**src/rtl/sccb_config_sequencer.sv**
```systemverilog
// sccb_config_sequencer: walks a ROM register table and issues SCCB 3-phase writes to the camera
module sccb_config_sequencer #(
    parameter int CLK_DIV = 125,
    parameter logic [7:0] DEV_ADDR = 8'h42,
    parameter int DELAY_CYCLES = 500000
) (
    input  logic        clk,
    input  logic        reset,
    input  logic        resend,
    output logic [7:0]  rom_addr,
    input  logic [15:0] rom_data,
    output logic        sioc,
    output logic        siod_o,
    output logic        siod_oe,
    output logic        busy,
    output logic        config_finished
);
    localparam logic [3:0] FETCH = 4'd0, WAIT_ROM = 4'd1, DECODE = 4'd2, START = 4'd3, BITS = 4'd4,
                           STOP = 4'd5, GAP = 4'd6, DELAY = 4'd7, DONE = 4'd8;

    logic [3:0]  state;
    logic [31:0] cnt;
    logic [1:0]  q;
    logic [4:0]  bit_idx;
    logic [26:0] sh;
    logic [15:0] rom_q;
    logic        resend_q, pend;
    logic        rise, wrap, qend, dly_end, last;
    logic        n_sioc, n_siod, n_oe;

    assign rise = resend & ~resend_q;
    assign wrap = cnt == 32'(CLK_DIV - 1);
    assign qend = wrap && q == 2'd3;
    assign dly_end = cnt == 32'(DELAY_CYCLES - 1);
    assign last = rom_addr == 8'hFF;
    assign busy = state inside {START, BITS, STOP, GAP, DELAY};
    assign config_finished = state == DONE;

    // bus level for the current state and quarter; ACK slots release the line
    always_comb begin
        n_sioc = (state == BITS) ? q[1] : (state == STOP) ? (q != 2'd0) : 1'b1;
        n_siod = (state == START) ? ~q[1] : (state == BITS) ? sh[26] : (state == STOP) ? q[1] : 1'b1;
        n_oe   = (state == BITS) ? !(bit_idx inside {5'd8, 5'd17, 5'd26}) : 1'b1;
    end

    // registered bus outputs; reset forces idle immediately without a stop condition
    always_ff @(posedge clk or posedge reset) begin
        if (reset) begin
            sioc    <= 1'b1;
            siod_o  <= 1'b1;
            siod_oe <= 1'b1;
        end else begin
            sioc    <= n_sioc;
            siod_o  <= n_siod;
            siod_oe <= n_oe;
        end
    end

    // table walker, quarter timer and resend bookkeeping
    always_ff @(posedge clk or posedge reset) begin
        if (reset) begin
            state    <= FETCH;
            rom_addr <= 8'd0;
            cnt      <= 32'd0;
            q        <= 2'd0;
            bit_idx  <= 5'd0;
            sh       <= 27'd0;
            rom_q    <= 16'd0;
            resend_q <= 1'b1;
            pend     <= 1'b0;
        end else begin
            resend_q <= resend;
            if (rise && state != DONE) pend <= 1'b1;
            case (state)
                FETCH: state <= WAIT_ROM;
                WAIT_ROM: begin
                    rom_q <= rom_data;
                    state <= DECODE;
                end
                DECODE: begin
                    cnt     <= 32'd0;
                    q       <= 2'd0;
                    bit_idx <= 5'd0;
                    sh      <= {DEV_ADDR, 1'b1, rom_q[15:8], 1'b1, rom_q[7:0], 1'b1};
                    state   <= (rom_q == 16'hFFFF) ? DONE : (rom_q == 16'hF0F0) ? DELAY : START;
                end
                START, BITS, STOP, GAP: begin
                    cnt <= wrap ? 32'd0 : cnt + 32'd1;
                    if (wrap) q <= q + 2'd1;
                    if (qend) begin
                        case (state)
                            START: state <= BITS;
                            BITS: begin
                                if (bit_idx == 5'd26) state <= STOP;
                                bit_idx <= bit_idx + 5'd1;
                                sh      <= sh << 1;
                            end
                            STOP: state <= GAP;
                            default: begin
                                state <= last ? DONE : FETCH;
                                if (!last) rom_addr <= rom_addr + 8'd1;
                            end
                        endcase
                    end
                end
                DELAY: begin
                    cnt <= cnt + 32'd1;
                    if (dly_end) begin
                        state <= last ? DONE : FETCH;
                        if (!last) rom_addr <= rom_addr + 8'd1;
                    end
                end
                DONE: begin
                    if (pend || rise) begin
                        pend     <= 1'b0;
                        rom_addr <= 8'd0;
                        state    <= FETCH;
                    end
                end
                default: state <= FETCH;
            endcase
        end
    end
endmodule

```
**config.mk**
```make
export PLATFORM = sky130hd
export DESIGN_NAME = sccb_config_sequencer
export DESIGN_NICKNAME = d
export VERILOG_FILES = /design/src/rtl/sccb_config_sequencer.sv
export SDC_FILE = /design/constraint.sdc
export NUM_CORES = 1
export LEC_CHECK = 0
export CAP_MARGIN = 20
export CORE_UTILIZATION = 39
export CTS_CLUSTER_SIZE = 10
export DETAILED_ROUTE_END_ITERATION = 7
export PLACE_DENSITY = 0.6
export SLEW_MARGIN = 0
export SYNTH_ARGS = -nofsm -noshare
export SYNTH_HDL_FRONTEND = slang
export SYNTH_SLANG_ARGS = --single-unit
```
**constraint.sdc**
```tcl
create_clock -name clk -period 4.9 [get_ports clk]
set_clock_uncertainty 0.05 [all_clocks]
set_input_delay 1.225 -clock clk [delete_from_list [all_inputs] [get_ports clk]]
set_output_delay 1.225 -clock clk [all_outputs]
set_load 0.01 [all_outputs]
```
== Yosys cells after proc, flatten, opt, wreduce, memory -nomap -nowiden ==
Cells that the tools add are included.

* Add/sub/neg operators: 4
* $mul: 0
* Divide/modulo/power cells: 0
* Magnitude comparators: 0
* Eq/ne operators: 25
* Shifts and indexed selects: 0
* Multiplexer cells: 34
* Bitwise operators: 3
* Reductions and logical operators: 17

{| class="wikitable"
|+ Operators with widths
! kind !! number
|-
| one-hot mux 32 bit (3 select lines) || 1
|-
| two-way mux 27 bit || 2
|-
| one-hot mux 27 bit (2 select lines) || 1
|-
| two-way mux 8 bit || 5
|-
| adder 32 x 1 -> 32 bit (second input constant) || 1
|-
| == test 16 bit (second input constant) || 2
|-
| == test 32 x 19 -> 1 bit (second input constant) || 1
|-
| == test 32 x 7 -> 1 bit (second input constant) || 1
|-
| two-way mux 32 bit || 1
|-
| two-way mux 4 bit || 6
|-
| one-hot mux 4 bit (6 select lines) || 1
|-
| one-hot mux 8 bit (3 select lines) || 1
|-
| == test 4 x 3 -> 1 bit (second input constant) || 4
|-
| one-hot mux 4 bit (3 select lines) || 1
|-
| == test 5 bit (second input constant) || 2
|-
| two-way mux 5 bit || 2
|-
| inequality test 2 bit (second input constant) || 5
|-
| one-hot mux 5 bit (2 select lines) || 1
|-
| two-way mux 1 bit || 9
|-
| nonzero test 3 bit || 3
|-
| adder 8 x 1 -> 8 bit (second input constant) || 1
|-
| == test 4 x 2 -> 1 bit (second input constant) || 2
|-
| == test 8 bit (second input constant) || 1
|-
| adder 5 x 1 -> 5 bit (second input constant) || 1
|-
| 25 further kinds || 28
|}

* Register bits: 99
* Latch bits: 0
* Memory bits (writable): 0
* ROM bits: 0
* Input port bits: 19
* Output and inout port bits: 13
* Memories kept: 0

== Longest topological paths before layout ==
* Depth in word-level cells: 6
* Mapped depth: 10
* Depth with buffers taken out: 8

== Worst setup path after synthesis ==
No wires, ideal clock.

* Path kind: reg-to-output
* From: register state[0]
* To: output config_finished
* Data arrival time: 1272 ps
* Required time: 3625 ps
* Setup slack: 2353 ps
* Cell stages (with the launch flop): 5
* Path buffers: 2
* Cells stage by stage: dfrtp_1 -> buf_6 -> or4b_1 -> buf_2 -> inv_1

* Cells in the longest elaborated chain, start to end: 1

{| class="wikitable"
|+ RTL lines
! element !! line !! text
|-
| start: declaration || 21 || <nowiki>logic [3:0] state;</nowiki>
|-
| start signal: assignment || 85 || <nowiki>state <= (rom_q == 16'hFFFF) ? DONE : (rom_q == 16'hF0F0) ? DELAY : START;</nowiki>
|-
| start signal: assignment || 100 || <nowiki>state <= last ? DONE : FETCH;</nowiki>
|-
| start signal: assignment || 109 || <nowiki>state <= last ? DONE : FETCH;</nowiki>
|-
| == test 4 bit || 37 || <nowiki>assign config_finished = state == DONE;</nowiki>
|-
| end: declaration || 16 || <nowiki>output logic config_finished</nowiki>
|}

Every way passes these cells.

== Worst setup path after layout ==
Ends and elaborated chain as after synthesis.

==> impl_metrics.ini <==
[synthesis]
yosysSeqAreaShare_pct = 49.79
synth_cell_types = 60
synthArstFlopShare_pct = 100.0
avgSynthCellArea_sq_um = 9.570
yosys_warnings = 0
synth-seq-cells = 99
synth_edf_count = 0
syn-cell-area_sq_mm = 0.004986
syn_inst = 521
synthesis.nets = 549
synthFlopType = dfrtp_1

[clock_network]
cts.sinks = 99
cts_max_path_buffers = 2
clk_latency_ns = 0.35
cts_tree = yes
clk_pin_slew_worst_paths_ns = 0.07
cts_setup_buffers = 0
numCtsBuffers = 9
htreeDepth = 3
cts-root-buf = clkbuf_16
cts_resized = 0
cts_hold_buf = 0

[worst_setup_path]
crit_fanout = 18
critPathCaptureType = primary output
crit_chain = or4b_1, inv_1, clkdlybuf4s50_1
worst-endpoint-arrival_ns = 2.41
cp_slowest_cell = or4b_1
path_class = flop to primary output
required_ns = 3.62
max_stage_delay_ns = 0.75
rrSetupSlack_ns = 2.06
cp_top_family = simple AND/OR/NAND/NOR gates
cp-start-kind = flop
cp_num_buf_inv = 2

[die]
ios = 32
die_y_um = 115.1
die_area_sq_mm = 0.01324
start_util_pct = 40.83
core_sq_mm = 0.01221
rows = 40
die_w_um = 115.1

[timing]
final_hold_viol_count = 0
fmax_mhz = 271.6
rsz0062_at_grt = no
slew_viol_final = 0
period_share_pct = 75.13
timing.hold.ws_ns = 0.4579
min_period_ns = 3.682
finalSetupTns_ns = 0
worstMarginPinSlew_ns = 0.9857
slew-limit-headroom_pct = 34.12
setup_viol = 0

[status]
outcome = finished, final reports clean

[final_layout]
final_cells = 717
syn_to_final_growth_pct = 14.45
fillCellCount = 1186
layout_common_cells = dfrtp_1, nor2_1, nand2_1
final_nets = 572
antenna_cells = 0
drive_gt1_share_pct = 8.743
fin_area_sq_mm = 0.005707
final_common_cell = dfrtp_1

[routing]
vias_per_cell = 5.141
avgRoutedWirePerCell_um = 13.70
dr.pass1.iters = 4
drc = 0
wl_met3_um = 360
postRouteAntennaNets = 0
wl_met2_mm = 4.335
wl_met1_mm = 4.890
dr.first_iter.drc_count = 171
top_layer = met4
vias = 3686
routed_wl_mm = 9.823

[global_route]
grt_pass1_vias = 3383
antenna_found_initial = 0
grt_usage_pct = 16.48
grt_max_degree = 57
overflow = 0
grt_first_pass_wirelength_mm = 16.85

[power]
ir_drop_mv = 0.2591
power.density_mw_per_mm2 = 530.3
total_leakage_power_nw = 2.424
power_w = 0.003026

[place]
dp_hpwl_mm = 6.708
post-place-cells = 700
port_buffers = 31
gp_congestion = 0.8135
place_area_sq_mm = 0.005414

[job]
drv_cap = 0

[worst_hold_path]
min_path_type = flop to flop
## sequential cells by signal (all words and copies together) (netlist names)
name,cells
bit_idx,5
cnt,32
pend,1
q,2
resend_q,1
rom_addr,8
rom_q,16
sh,27
sioc,1
siod_o,1
siod_oe,1
state,4
## worst paths after layout
kind / startpoint / end / cells past startpoint
hold reg to reg: sh[20] / sh[21] / 2
max in group asynchronous: reset / siod_o / 3
hold / removal: sh[20] / sh[21] / 2
setup reg to reg: cnt[0] / cnt[17] / 8
setup / recovery: state[0] / config_finished / 3
min in group asynchronous: reset / rom_q[6] / 2
## kinds of logic (layout without fill, tap and decap cells)
family                   after synthesis  after routing  share of synthesized area (%)
multiplexers                          21             21                          4.944
AO/OA/AOI/OAI                         77             77                          9.486
buffers and inverters                 46             74                          4.417
adder cells (fa/ha/maj)               10             10                          2.459
flip-flops                            99             99                          49.79
AND/OR/NAND/NOR                      237            237                          23.46
XOR/XNOR                              31             31                          5.445
## worst register-to-register path, cell delays in order (launching register included)
cell,delay [ns]
dfrtp_1,0.40
inv_1,0.10
ha_1,0.15
nor4b_1,0.23
nand4_1,0.22
nor3_1,0.42
nand2_1,0.20
nand2_1,0.77
nor2_1,0.14
## cell usage after synthesis (2+ instances only)
library cell,n,area [sq um]
a21oi_1,12,60.06
a31oi_1,20,125.1
and2_1,5,31.28
and3_1,6,37.54
and4_1,3,26.28
buf_2,14,70.07
buf_4,4,30.03
buf_6,2,22.52
clkbuf_1,3,11.26
dfrtp_1,95,2377
dfstp_2,4,105.1
ha_1,9,112.6
inv_1,22,82.58
mux2_1,10,112.6
mux2_2,7,78.83
mux2_4,3,45.04
nand2_1,64,240.2
nand2b_1,4,25.02
nand3_1,25,125.1
nand3_2,2,20.02
nand3b_1,2,15.01
nand4_1,14,87.58
nor2_1,79,296.5
nor3_1,6,30.03
nor3_2,2,20.02
nor4_1,8,50.05
o21a_1,3,22.52
o21ai_0,9,45.04
o21ai_1,17,85.08
o31ai_1,4,30.03
or3_1,5,31.28
xnor2_1,13,113.9
xor2_1,18,157.7
## routing by layer
metal,vias to the layer above,track usage [%]
met4,0,9.177
met2,74,23.94
met1,1759,23.31
met3,14,2.847
li1,1839,-
met5,-,0
## power by group
| group | internal (W) | switching (W) |
|---|---|---|
| combinational | 0.000461 | 0.000628 |
| clock | 0.000361 | 0.000310 |
| sequential | 0.00105 | 0.000215 |
## cell type report
| class | instances | area [sq um] | area share, % |
|---|---|---|---|
| clock buffer | 11 | 242.7 | 4.253 |
| clock inverter | 5 | 38.79 | 0.6797 |
| inverter | 22 | 85.08 | 1.491 |
| multi-input combinational | 376 | 2296 | 40.23 |
| sequential | 99 | 2482 | 43.50 |
| tap | 168 | 210.2 | 3.683 |
| timing repair buffer | 36 | 351.6 | 6.161 |
## per-stage QoR
step / utilization, % / worst slack [ns]
after detailed placement: 44.33 / 1.585
final: 46.73 / 1.218
after global placement: 44.33 / 1.615
after floorplan: - / 1.041
after global routing: 46.73 / 1.107
after CTS: 46.64 / 1.194
Power figures use the tool's default switching activity.
